### src/rtl/kernel_load_ctrl.sv
// rtl/kernel_load_ctrl.sv - 3x3 kernel coefficient loader with frame-synchronous shadow-to-active swap.
// Optional tap-reversal (convolution order) enabled by defining KERNEL_FLIP_EN.
module kernel_load_ctrl #(
    parameter int COEF_W     = 17,
    parameter int CENTER_RST = 256
) (
    input  logic                   clk,
    input  logic                   rst_n,
    input  logic                   load_start,
    input  logic                   flip,
    input  logic                   coef_valid,
    input  logic [COEF_W-1:0]      coef_data,
    output logic                   coef_ready,
    input  logic                   frame_start,
    output logic [8:0][COEF_W-1:0] kernel_out,
    output logic                   kernel_update,
    output logic                   busy
);

    typedef enum logic [1:0] {
        IDLE  = 2'd0,
        LOAD  = 2'd1,
        ARMED = 2'd2
    } state_t;

    localparam logic [COEF_W-1:0]      CENTER     = COEF_W'(CENTER_RST);
    localparam logic [8:0][COEF_W-1:0] KERNEL_RST =
        {{(4*COEF_W){1'b0}}, CENTER, {(4*COEF_W){1'b0}}};

    state_t                   state;
    logic [3:0]               idx;
    logic                     flip_q;
    logic [8:0][COEF_W-1:0]   shadow;
    logic [3:0]               wr_idx;
    logic                     flip_next;

`ifdef KERNEL_FLIP_EN
    assign flip_next = flip;
    assign wr_idx    = flip_q ? (4'd8 - idx) : idx;
`else
    // Correlation order only: flip is never captured and no reverse index exists.
    logic unused_flip;
    assign unused_flip = flip ^ flip_q;
    assign flip_next   = 1'b0;
    assign wr_idx      = idx;
`endif

    always_ff @(posedge clk or negedge rst_n) begin
        if (!rst_n) begin
            state         <= IDLE;
            idx           <= 4'd0;
            flip_q        <= 1'b0;
            coef_ready    <= 1'b0;
            kernel_update <= 1'b0;
            busy          <= 1'b0;
            shadow        <= KERNEL_RST;
            kernel_out    <= KERNEL_RST;
        end else begin
            kernel_update <= 1'b0;
            case (state)
                IDLE: begin
                    if (load_start) begin
                        state      <= LOAD;
                        idx        <= 4'd0;
                        flip_q     <= flip_next;
                        coef_ready <= 1'b1;
                        busy       <= 1'b1;
                    end
                end
                LOAD: begin
                    // A restart wins over a coefficient presented in the same cycle.
                    if (load_start) begin
                        idx    <= 4'd0;
                        flip_q <= flip_next;
                    end else if (coef_valid && coef_ready) begin
                        shadow[wr_idx] <= coef_data;
                        if (idx == 4'd8) begin
                            state      <= ARMED;
                            coef_ready <= 1'b0;
                        end else begin
                            idx <= idx + 4'd1;
                        end
                    end
                end
                ARMED: begin
                    if (frame_start) begin
                        kernel_out    <= shadow;
                        kernel_update <= 1'b1;
                        if (load_start) begin
                            state      <= LOAD;
                            idx        <= 4'd0;
                            flip_q     <= flip_next;
                            coef_ready <= 1'b1;
                        end else begin
                            state <= IDLE;
                            busy  <= 1'b0;
                        end
                    end else if (load_start) begin
                        // Armed kernel is dropped; it will be overwritten by the new load.
                        state      <= LOAD;
                        idx        <= 4'd0;
                        flip_q     <= flip_next;
                        coef_ready <= 1'b1;
                    end
                end
                default: begin
                    state      <= IDLE;
                    idx        <= 4'd0;
                    coef_ready <= 1'b0;
                    busy       <= 1'b0;
                end
            endcase
        end
    end

endmodule

### config.mk
export PLATFORM = sky130hd
export DESIGN_NAME = kernel_load_ctrl
export DESIGN_NICKNAME = d
export VERILOG_FILES = /design/src/rtl/kernel_load_ctrl.sv
export SDC_FILE = /design/constraint.sdc
export NUM_CORES = 1
export LEC_CHECK = 0
export ABC_CLOCK_PERIOD_IN_PS = 4200
export BUFFER_PORTS_ARGS = -buffer_cell sky130_fd_sc_hd__buf_2
export CAP_MARGIN = 10
export CELL_PAD_IN_SITES_DETAIL_PLACEMENT = 2
export CELL_PAD_IN_SITES_GLOBAL_PLACEMENT = 2
export CORE_UTILIZATION = 41
export DETAILED_ROUTE_END_ITERATION = 8
export PLACE_DENSITY = 0.88
export SYNTH_ARGS = -nofsm -noshare
export SYNTH_HDL_FRONTEND = slang
export SYNTH_SLANG_ARGS = --single-unit
### constraint.sdc
create_clock -name clk -period 4.2 [get_ports clk]
set_input_delay 0.21 -clock clk [delete_from_list [all_inputs] [get_ports clk]]
set_output_delay 0.21 -clock clk [all_outputs]
set_load 0.01 [all_outputs]
Word-level counts from Yosys, hierarchy flattened
Cells that the tools add are included.
{"block": "word_totals", "output_inout_bits": 156, "inputBits": 23, "register_bits": 315}
{"block": "op_classes", "n_bitwise": 2, "muxes": 25, "eq_ne": 12, "n_lt_le_gt_ge": 2, "addsub": 1, "reduce_logical": 10}
{"op": "$bwmux W153", "count": 1}
{"op": "$demux W17 S4", "count": 1}
{"op": "$mux W17", "count": 1}
{"op": "$mux W4", "count": 4}
{"op": "$ne A2 B2 Y1 const B", "count": 6}
{"op": "$mux W2", "count": 5}
{"op": "$mux W1", "count": 9}
{"op": "$reduce_and A3 Y1", "count": 3}
{"op": "$pmux W4 S2", "count": 1}
{"op": "$reduce_and A4 Y1", "count": 2}
{"op": "$ne A3 B3 Y1 const B", "count": 2}
{"op": "$pmux W2 S3", "count": 1}
{"op": "$lt A4 B5 Y1 const B", "count": 1}
{"op": "$add A4 B1 Y4 const B", "count": 1}
{"op": "$eq A4 B4 Y1 const B", "count": 1}
{"op": "$ge A4 B1 Y1 const B", "count": 1}
{"op": "$pmux W1 S3", "count": 1}
{"op": "$eq A2 B1 Y1 const B", "count": 1}
{"op": "$eq A2 B2 Y1 const B", "count": 1}
{"op": "$logic_and A1 B1 Y1", "count": 2}
{"op": "$logic_not A2 Y1", "count": 1}
{"op": "$ne A2 B1 Y1 const B", "count": 1}
{"op": "$not A1 Y1", "count": 2}
{"op": "$pmux W1 S2", "count": 1}
{"op": "other kinds (2)", "count": 2}

Longest topological paths before layout
Gate-level depths: netlist of run 1.
{"block": "depth", "word_depth": 5, "mapped_depth": 8, "depth_no_buf": 5}

Worst setup path before layout of run 1
No wires, ideal clock.
{"block": "synth_path", "path_kind": "flip-flop to flip-flop", "startpoint": "reg idx[0]", "endpoint": "reg shadow[142] in the netlist's numbering", "synth_period_minus_slack_ps": 1980, "setup_time_ps": 125, "path_stages_with_launch": 8, "t_arrival_ps": 1855, "required_time_ps": 4075, "path_slack_ps": 2220, "cell_sequence": "dfrtp_1 -> inv_1 -> ha_1 -> nand3b_1 -> or4_4 -> buf_6 -> buf_6 -> mux2_4"}
{"block": "synth_via", "elab_chain_len": 5, "word_cells_on_any_way": 6}
{"element": "start: declaration", "line": "31", "text": "logic [3:0] idx;"}
{"element": "start signal: assignment", "line": "81", "text": "idx <= idx + 4'd1;"}
{"element": "$lt A4 B5 Y1 (implied by the code) / $ge A4 B1 Y1 (equally long branches)", "line": "76", "text": "shadow[wr_idx] <= coef_data;"}
{"element": "$logic_and A1 B1 Y1 (implied by the code)", "line": "76"}
{"element": "$mux W17 (implied by the code)", "line": "76"}
{"element": "$demux W17 S4 *", "line": "76"}
{"element": "$bwmux W153 *", "line": "76"}
{"element": "end signal: indexed assignment", "line": "76"}
{"element": "end: declaration", "line": "33", "text": "logic [8:0][COEF_W-1:0] shadow;"}
Mark *: on every way between the ends. The rest lies on a longest branch, timed or not.
A chain may end at the register's enable or synchronous reset.

Final worst setup path of run 1
{"block": "layout_path", "startpoint": "reg state[0]", "endpoint": "reg kernel_out[89] in the netlist's numbering"}
{"block": "layout_via", "elab_chain_len": 2}
{"element": "start: declaration", "line": "30", "text": "state_t state;"}
{"element": "start signal: assignment", "line": "50", "text": "state <= IDLE;"}
{"element": "start signal: assignment", "line": "63", "text": "state <= LOAD;"}
{"element": "start signal: assignment", "line": "78", "text": "state <= ARMED;"}
{"element": "$eq A2 B2 Y1", "line": "60", "text": "case (state)"}
{"element": "$reduce_and A2 Y1 (no line)"}
{"element": "end signal: assignment", "line": "87", "text": "kernel_out <= shadow;"}
{"element": "end: declaration", "line": "15", "text": "output logic [8:0][COEF_W-1:0] kernel_out,"}
Every way passes these cells.

==> Implementation_results.wiki, run 1 <==
{| class="wikitable"
! Metric !! Value
|-
| DP Wirelength || 23700 um
|-
| Clk_skew || 0.0118 ns
|-
| Layout cells sized above 1 || 0.330
|-
| Total via count in the routed design || 8450
|-
| TritonCTS Buffers || 36
|-
| Share of the cycle needed by the critical path after routing || 0.691
|-
| Cts hold-fix bufs || 1
|-
| Max frequency || 0.345 GHz
|-
| Post-detailed-route count of antenna-violating nets || 0
|-
| Summed negative setup slack over all endpoints || 0 ns
|-
| Most frequent standard cell in the layout excluding fill and tap cells || nand2_1
|-
| Clock Latency Late Sink || 0.51 ns
|-
| Register bit total from synthesis || 315
|-
| Instance area after placement || 0.0135 mm2
|-
| Setup slack, reg-to-reg || 1.30 ns
|-
| Number of flops mapped to enable cells by yosys || 0
|-
| Share of async-settable or async-resettable flops after synthesis || 1.00
|-
| Power per cell area || 432 mW/mm2
|-
| Horiz. Die Dim || 175 um
|-
| Worst setup path class || reg2reg
|-
| Startpoint class of the critical path || flip-flop
|-
| Dominant delay contributor by cell family on the critical path || buffers and inverters
|-
| Post-synthesis sequential area ratio || 0.641
|-
| Critical Path, Cell by Cell || nand3b_1 > buf_4 > buf_4 > nand2_1 > nand2_1
|-
| Worst Setup Slack, final || 1.30 ns
|-
| Number of nets at the end of the flow || 1240
|-
| Post-route DRC violation count || 0
|-
| Vias per std cell || 5.19
|-
| Final number of setup-violating endpoints || 0
|-
| Most frequent cells in the layout || 462 x nand2_1, 313 x dfrtp_1, 176 x buf_2, 103 x mux2_2, 50 x mux2_4
|-
| Number of gates given a new drive strength after cts || 0
|-
| Overall routing resource usage || 0.256
|-
| Clock input transition at the sequential cells of the worst setup and hold paths || 0.06 ns
|-
| Most used flip-flop cell after synthesis || dfrtp_1
|-
| Utilization of the core after routing || 0.497
|-
| Vertical extent of the die || 175 um
|-
| Std cell rows || 63
|-
| Non-filler instance count after layout || 1628
|-
| Placeable core region || 0.0296 mm2
|-
| Initial antenna violation count || 2
|-
| Fin crit period || 2.90 ns
|-
| Total setup buffers inserted after CTS || 0
|-
| Critical-path cell with the highest stage delay || buf_4
|-
| Slew at the pin closest to its max-slew limit || 1.15 ns
|-
| Kind of capture point of the worst setup path || flip-flop
|-
| Clock H-tree levels || 2
|-
| I/O pin count || 179
|-
| Number of sinks handled by clock tree synthesis || 315
|-
| Maximum capacitance violations || 0
|-
| Final number of hold-violating endpoints || 0
|-
| Hold Path Class || in2reg
|-
| Pin count of the biggest net entering global routing || 107
|-
| Post-Synthesis Mean Instance Area || 11.9 um2
|-
| Signal arrival time at the worst endpoint || 3.33 ns
|-
| Post-Synthesis Net Count || 1064
|-
| Violation count after the first detailed-routing iteration || 389
|-
| Number of search-and-repair iterations in the first detailed-routing pass || 4
|-
| Wire length per cell || 23.4 um
|-
| Worst Path Buf+Inv || 2
|-
| Unrepaired setup endpoints after global routing || false
|-
| Clock Path Buffers || 3
|-
| CP Max Fanout || 87
|-
| Area of the die || 0.0307 mm2
|-
| Vias in the first global route || 9647
|-
| Outcome || completed
|-
| Number of instances in the placed design || 1564
|-
| First-pass GRT wire length || 58400 um
|-
| Count of pins over their slew limit || 0
|-
| Total gr overflow || 0
|-
| Yosys warnings || 0
|-
| Longest individual stage delay on the worst path || 0.87 ns
|-
| Static leakage || 0.00836 uW
|-
| Number of buffers inserted by port buffering || 177
|-
| Final Wtd Congestion || 0.767
|-
| CTS tree || done
|-
| Worst supply voltage drop on vdd || 0.222 mV
|-
| Clock root buffer || clkbuf_16
|-
| P&R area growth vs syn || 19.5%
|-
| Starting density of the core || 0.416
|-
| Pre-CTS worst setup slack || 1.36 ns
|-
| Distinct cell type count of the synthesized netlist || 43
|-
| Worst slew margin || 0.231
|-
| Aggregate routed wire length || 38100 um
|-
| Post-Syn Area || 0.0123 mm2
|-
| Cells after synthesis || 1037
|-
| Crit path required time || 4.63 ns
|-
| Cell area after layout || 0.0147 mm2
|}
==> through the flow <==
step / power (uW) / hold WS (ns)
2_1_floorplan: 3150 / -0.0856
3_3_place_gp: 3270 / 0.307
3_5_place_dp: 3280 / 0.319
4_1_cts: 6440 / 0.00777
5_1_grt: 6550 / 0.0385
6_report: 6360 / 0.0364
==> cells by family after synthesis <==
| logic type | share of synthesized area |
|---|---|
| DFF | 0.641 |
| and+or+nand+nor | 0.163 |
| AOI/OAI and AO/OA | 0.0105 |
| adders and majority gates | 0.00407 |
| muxes | 0.155 |
| buffers and inverters | 0.0258 |
==> path summary, 6_finish.rpt <==
kind	from	endpoint	depth (start not counted)
worst min register to register	shadow[76]$_DFFE_PN1P_	kernel_out[76]$_DFFE_PN1P_	2
worst max register to register	state[0]$_DFFE_PN0P_	kernel_out[89]$_DFFE_PN0P_	5
max in group asynchronous	rst_n	shadow[89]$_DFFE_PN0P_	3
worst max-delay path	state[0]$_DFFE_PN0P_	kernel_out[89]$_DFFE_PN0P_	5
min in group asynchronous	rst_n	kernel_out[53]$_DFFE_PN0P_	2
worst min-delay path	load_start	state[1]$_DFFE_PN0P_	2
==> routing by layer <==
metal	GRT usage	routed length [um]	vias up
li1	-	-	3683
met1	0.297	14900	4450
met2	0.467	20100	219
met3	0.0429	1560	96
met4	0.101	1480	2
met5	0	18	-
==> area by class of cell <==
type	instances	area, um2
fill	2925	14900
multi-input combinational	668	4100
tap	390	488
inverter	6	27.5
clock inverter	9	108
antenna	1	2.50
clock buffer	53	1080
timing repair buffer	186	1020
sequential	315	7890
==> cells in the mapped netlist (4+ instances only) <==
| cell type | n | area share |
|---|---|---|
| clkbuf_1 | 32 | 0.0098 |
| nor2_8 | 4 | 0.0065 |
| dfrtp_1 | 313 | 0.64 |
| buf_6 | 4 | 0.0037 |
| mux2_2 | 103 | 0.094 |
| nor2_1 | 4 | 0.0012 |
| buf_4 | 4 | 0.0024 |
| inv_1 | 5 | 0.0015 |
| buf_12 | 4 | 0.0065 |
| nand2_1 | 462 | 0.14 |
| buf_2 | 4 | 0.0016 |
| ha_1 | 4 | 0.0041 |
| nand4b_1 | 4 | 0.0028 |
| mux2_4 | 50 | 0.061 |
| nor2_2 | 4 | 0.0020 |
==> state kept, by name, summed over array words and instances, names as in the netlist <==
register and flops:
shadow 153, busy 1, kernel_update 1, state 2, kernel_out 153, coef_ready 1, idx 4
==> where the power goes <==
group	internal, uW	total, uW	switching, uW
Clock	1900	3130	1240
Sequential	3050	3060	11.9
Combinational	35.2	156	121
Total	4980	6360	1370
(Power assumes the default switching activity.)
==> inputs of run 2 (changes only) <==
Settings changed: ABC_CLOCK_PERIOD_IN_PS 4200 to 3000, CORE_UTILIZATION 41 to 38, PLACE_DENSITY 0.88 to 0.82.
Clock period 4.2 ns to 3 ns, I/O delays scaled along.
==> run 2 against run 1 <==
  * Flip-flop and latch count unchanged
  * Global-route usage decreased by 3.0 points
  * Highest routed layer is now met4
  * Sequential power increased by 40%
  * Register-to-register slack got worse by 0.51 ns
==> Implementation_results.wiki, run 2 (synthesized netlist as in run 1, its figures left out) <==
{| class="wikitable"
! Metric !! Value
|-
| Kind of capture point of the worst setup path || flip-flop
|-
| Total gr overflow || 0
|-
| Worst Hold Launch || frame_start
|-
| Std cell rows || 65
|-
| TritonCTS Buffers || 36
|-
| Start point of the critical path || state[0]$_DFFE_PN0P_
|-
| Unrepaired setup endpoints after global routing || false
|-
| Clock root buffer || clkbuf_16
|-
| Area of the die || 0.0331 mm2
|-
| Diode insertion count for antenna repair || 0
|-
| Clock input transition at the sequential cells of the worst setup and hold paths || 0.06 ns
|-
| Worst slew margin || 0.426
|-
| # fillers || 3213
|-
| Initial antenna violation count || 0
|-
| Count of pins over their slew limit || 0
|-
| Overall routing resource usage || 0.226
|-
| Wire length per cell || 22.1 um
|-
| Violation count after the first detailed-routing iteration || 426
|-
| Layout cells sized above 1 || 0.333
|-
| Worst supply voltage drop on vdd || 0.347 mV
|-
| Aggregate routed wire length || 36500 um
|-
| P&R area growth vs syn || 20.4%
|-
| I/O pin count || 179
|-
| Most frequent standard cell in the layout excluding fill and tap cells || nand2_1
|-
| Power per cell area || 606 mW/mm2
|-
| Dominant delay contributor by cell family on the critical path || simple AND/OR/NAND/NOR gates
|-
| Starting density of the core || 0.388
|-
| Maximum capacitance violations || 0
|-
| Post-detailed-route count of antenna-violating nets || 0
|-
| Non-filler instance count after layout || 1651
|-
| Worst Path Buf+Inv || 0
|-
| Clock Path Buffers || 3
|-
| Post-route DRC violation count || 0
|-
| Switching share of power || 0.219
|-
| Final Wtd Congestion || 0.768
|-
| Worst hold-check slack || 0.0382 ns
|-
| Fin crit period || 2.21 ns
|-
| Clock Latency Late Sink || 0.52 ns
|-
| Startpoint class of the critical path || flip-flop
|-
| Number of instances in the placed design || 1584
|-
| First-pass GRT wire length || 56800 um
|-
| Vertical extent of the die || 182 um
|-
| Longest individual stage delay on the worst path || 0.66 ns
|-
| Utilization of the core after routing || 0.467
|-
| Number of sinks handled by clock tree synthesis || 315
|-
| Final number of hold-violating endpoints || 0
|-
| Clock H-tree levels || 2
|-
| Total via count in the routed design || 8313
|-
| Worst setup path class || reg2reg
|-
| Number of buffers inserted by port buffering || 177
|-
| Placeable core region || 0.0317 mm2
|-
| Static leakage || 0.00843 uW
|-
| Outcome || completed
|-
| Crit path required time || 3.40 ns
|-
| Sum of internal, switching and leakage power || 8980 uW
|-
| Number of gates given a new drive strength after cts || 0
|-
| Final number of setup-violating endpoints || 0
|-
| Critical Path, Cell by Cell || or4b_4 > nor2_8 > mux2_2
|-
| Sequential cell area || 0.00789 mm2
|-
| Summed negative setup slack over all endpoints || 0 ns
|-
| Most frequent cells in the layout || 462 x nand2_1, 313 x dfrtp_1, 176 x buf_2, 103 x mux2_2, 50 x mux2_4
|-
| DP Wirelength || 22500 um
|-
| Signal arrival time at the worst endpoint || 2.61 ns
|-
| Share of power burned in combinational logic || 0.025
|-
| CTS tree || done
|-
| Clock share of power || 0.497
|-
| Slew at the pin closest to its max-slew limit || 0.862 ns
|-
| Number of nets at the end of the flow || 1250
|-
| Switching power total || 1970 uW
|-
| Horiz. Die Dim || 182 um
|-
| Pin count of the biggest net entering global routing || 154
|-
| Biggest registers after layout || kernel_out x153, shadow x153, idx x4
|-
| Reg-to-reg startpoint || state[0]$_DFFE_PN0P_
|-
| Share of the cycle needed by the critical path after routing || 0.735
|-
| Vias in the first global route || 9526
|-
| Max frequency || 0.453 GHz
|-
| Clk_skew || 0.0150 ns
|-
| CP Max Fanout || 17
|-
| Number of search-and-repair iterations in the first detailed-routing pass || 6
|-
| Critical-path cell with the highest stage delay || or4b_4
|-
| Area used by multi-input combinational logic || 0.00410 mm2
|-
| Seq pwr share || 0.478
|-
| Vias per std cell || 5.04
|-
| Design internal power || 7010 uW
|-
| Hold Path Class || in2reg
|}
==> run 2: cell types whose count changed in the layout (fill, tap and decap cells not counted), moves of 2 or more <==
cell           previous run  this run
clkbuf_1                  7         9
clkbuf_8                  9         6
inv_6                     1         3
dlygate4sd3_1             1         3
clkinv_2                  3         5
buf_4                     4        11
==> run 2: per-stage QoR <==
stage	setup WS (ns)	cell area, um2
after floorplan	1.02	12300
after global routing	0.714	14800
after global placement	0.870	13600
after CTS	0.811	14800
final	0.794	14800
after detailed placement	0.833	13600
==> run 2: worst paths after layout <==
| check | to | slack (ns) | depth (start not counted) |
|---|---|---|---|
| min in group asynchronous | kernel_out[129]$_DFFE_PN0P_ | 0.23 | 2 |
| min reg2reg | kernel_out[76]$_DFFE_PN1P_ | 0.46 | 2 |
| min | busy$_DFFE_PN0P_ | 0.04 | 3 |
| max in group asynchronous | shadow[48]$_DFFE_PN0P_ | 1.80 | 3 |
| max | shadow[56]$_DFFE_PN0P_ | 0.79 | 3 |
| max reg2reg | shadow[56]$_DFFE_PN0P_ | 0.79 | 3 |
==> run 2: cell type report <==
type / count / area share
clock buffer: 52 / 0.0704
clock inverter: 12 / 0.0101
tap: 402 / 0.0340
timing repair buffer: 196 / 0.0748
sequential: 315 / 0.532
multi-input combinational: 668 / 0.277
inverter: 6 / 0.00186
==> run 2: tightest hold or removal path: stages <==
cell and delay [ns]:
buf_2 0.11, a2bb2oi_1 0.16, o22ai_1 0.09
==> run 2: per-layer routing <==
layer / vias up / track usage / wire length (um) / part of all wire
met5: - / 0 / 0 / 0
met4: 0 / 0.0820 / 1200 / 0.033
met3: 71 / 0.0365 / 1400 / 0.038
met2: 184 / 0.402 / 18800 / 0.51
met1: 4361 / 0.276 / 15100 / 0.41
li1: 3697 / - / - / -
==> run 2: timing repair <==
action                                 in CTS  in global routing
endpoints found under the hold margin      86                  0
hold buffers                                3                  0
buffers inserted                            0                  0
==> run 2: power by group through the flow <==
stage	registers [uW]	logic (uW)	clock network (uW)
after CTS	4290	237	4560
after floorplan	4360	44.2	0
final	4290	227	4460
after detailed placement	4370	232	0
after global routing	4290	249	4700
after global placement	4360	225	0
==> inputs of run 3 (changes only) <==
Settings changed: ABC_CLOCK_PERIOD_IN_PS 3000 to 1850, CORE_UTILIZATION 38 to 34, PLACE_DENSITY 0.82 to 0.78.
Clock period 3 ns to 1.85 ns, I/O delays scaled along.
==> run 3 against run 2 <==
  * The flow now finishes with violations (setup timing)
  * Clock power is 63% higher
  * Combinational power up 74%
  * Die area is 12% higher
  * Register-to-register slack got worse by 0.82 ns
  * Sequential power up 62%
  * Wire length increased by 3.8%
  * Critical path type unchanged
  * Via count increased by 2.3%
==> Implementation_results.wiki, run 3 (synthesized netlist as in run 1, its figures left out) <==
{| class="wikitable"
! Metric !! Value
|-
| Clock input transition at the sequential cells of the worst setup and hold paths || 0.06 ns
|-
| Capture point of the worst reg-to-reg path || shadow[19]$_DFFE_PN0P_
|-
| Std cell rows || 69
|-
| Number of buffers inserted by port buffering || 177
|-
| Clock Latency Late Sink || 0.50 ns
|-
| Post-detailed-route count of antenna-violating nets || 0
|-
| Horiz. Die Dim || 192 um
|-
| P&R area growth vs syn || 27.7%
|-
| Layout cells sized above 1 || 0.357
|-
| Reg2reg path depth || 4
|-
| Maximum capacitance violations || 0
|-
| Final number of setup-violating endpoints || 8
|-
| Reg-to-reg startpoint || idx[2]$_DFFE_PN0P_
|-
| Number of nets at the end of the flow || 1292
|-
| Count of pins over their slew limit || 0
|-
| Post-route DRC violation count || 0
|-
| Final number of hold-violating endpoints || 0
|-
| CTS tree || done
|-
| Vias in the first global route || 9426
|-
| Placeable core region || 0.0356 mm2
|-
| I/O pin count || 179
|-
| Critical Path, Cell by Cell || or4b_4 > nor2_8 > buf_12 > mux2_2
|-
| Longest individual stage delay on the worst path || 0.68 ns
|-
| Vertical extent of the die || 192 um
|-
| CP Max Fanout || 17
|-
| Setup slack, reg-to-reg || -0.03 ns
|-
| Overall routing resource usage || 0.206
|-
| Clock Path Buffers || 3
|-
| Total via count in the routed design || 8506
|-
| Utilization of the core after routing || 0.442
|-
| Share of the cycle needed by the critical path after routing || 1.02
|-
| Non-filler instance count after layout || 1749
|-
| Initial antenna violation count || 1
|-
| Wire length per cell || 21.7 um
|-
| Outcome || complete, but fails checks
|-
| Max frequency || 0.533 GHz
|-
| Most frequent standard cell in the layout excluding fill and tap cells || nand2_1
|-
| Worst hold-check slack || 0.0720 ns
|-
| Start point of the critical path || idx[2]$_DFFE_PN0P_
|-
| Violation count after the first detailed-routing iteration || 374
|-
| Aggregate routed wire length || 37900 um
|-
| Worst Hold Launch || coef_valid
|-
| Clock H-tree levels || 2
|-
| Number of search-and-repair iterations in the first detailed-routing pass || 4
|-
| Final Wtd Congestion || 0.770
|-
| Kind of capture point of the worst setup path || flip-flop
|-
| Starting density of the core || 0.346
|-
| DP Wirelength || 23400 um
|-
| Vias per std cell || 4.86
|-
| TritonCTS Buffers || 35
|-
| First-pass GRT wire length || 57100 um
|-
| Power per cell area || 931 mW/mm2
|-
| Worst Setup Slack, final || -0.0279 ns
|-
| Biggest registers after layout || kernel_out x153, shadow x153, idx x4
|-
| Worst slew margin || 0.664
|-
| Worst Hold Path Cells || 3
|-
| Unrepaired setup endpoints after global routing || true
|-
| Signal arrival time at the worst endpoint || 2.26 ns
|-
| Static leakage || 0.00876 uW
|-
| Worst setup path class || reg2reg
|-
| Violated checks || setup timing
|-
| Area of the die || 0.0369 mm2
|-
| Fin crit period || 1.88 ns
|-
| Pin count of the biggest net entering global routing || 79
|-
| Total gr overflow || 0
|-
| Number of instances in the placed design || 1673
|-
| Worst supply voltage drop on vdd || 0.501 mV
|-
| Crit path required time || 2.23 ns
|-
| Diode insertion count for antenna repair || 0
|-
| Slew at the pin closest to its max-slew limit || 0.504 ns
|-
| Hold Path Class || in2reg
|-
| Number of sinks handled by clock tree synthesis || 315
|-
| Most frequent cells in the layout || 462 x nand2_1, 312 x dfrtp_1, 176 x buf_2, 86 x mux2_4, 67 x mux2_2
|-
| Critical-path cell with the highest stage delay || or4b_4
|-
| Clock root buffer || clkbuf_16
|-
| Hold-critical path endpoint || coef_ready$_DFFE_PN0P_
|-
| Startpoint class of the critical path || flip-flop
|-
| Clk_skew || 0.00721 ns
|}
run 3: cell count changes in the layout (fill, tap and decap cells not counted), moves of 4 or more:
cell and delta:
nor2_4 +4, buf_6 +8, mux2_2 -36, mux2_4 +36, buf_4 +15, clkinv_2 -4, clkbuf_16 +4, nor2_2 -4
buf_12 +14
run 3: how the worst max path moves through the flow:
stage / slack, ns / end / cells past startpoint
6_report: -0.03 / shadow[19]$_DFFE_PN0P_ / 4
3_5_place_dp: -0.04 / shadow[148]$_DFFE_PN0P_ / 6
5_1_grt: -0.07 / shadow[80]$_DFFE_PN0P_ / 8
3_3_place_gp: 0.03 / shadow[19]$_DFFE_PN0P_ / 4
2_1_floorplan: -0.06 / shadow[142]$_DFFE_PN0P_ / 7
4_1_cts: -0.01 / shadow[145]$_DFFE_PN0P_ / 6
run 3: where the power goes:
part	switching, uW	internal (uW)	total, uW
registers	25.8	6930	6960
clock network	2750	4530	7270
logic	287	109	396
run 3: layout make-up:
type | count | area [um2]
timing repair buffer | 239 | 1730
clock inverter | 5 | 125
sequential | 315 | 7890
fill | 3632 | 19900
multi-input combinational | 668 | 4290
clock buffer | 55 | 1070
inverter | 6 | 27.5
tap | 461 | 577
run 3: metal layers:
metal  GRT usage  up-vias  wire length, um
met1       0.263     4513            16200
met5           0        -                0
met3      0.0323       58             1370
met2       0.361      151            19400
met4      0.0542        0              932
li1            -     3784                -
run 3: critical path: cells and delay by family, from the launching register on:
family	cells	cell delay, ns
simple gates	2	0.82
flops	1	0.40
mux	1	0.35
buf+inv	1	0.18
run 3: metrics by stage:
| step | cell area (um2) | total power (uW) | setup TNS, ns | worst slack, ns |
|---|---|---|---|---|
| after floorplan | 12300 | 7140 | -0.631 | -0.0631 |
| after global routing | 15700 | 15100 | -3.71 | -0.0743 |
| after detailed placement | 14100 | 7470 | -0.339 | -0.0445 |
| after global placement | 14100 | 7460 | 0 | 0.0320 |
| final | 15700 | 14600 | -0.155 | -0.0279 |
| after CTS | 15400 | 14900 | -0.0279 | -0.00997 |
run 3: what timing repair did:
item	in CTS	in global routing
endpoints found under the hold margin	280	0
hold buffers	3	0
setup endpoints to repair	19	101
buffers inserted	2	6
gates resized for setup	3	51
gates cloned	1	4
pin swaps	2	5
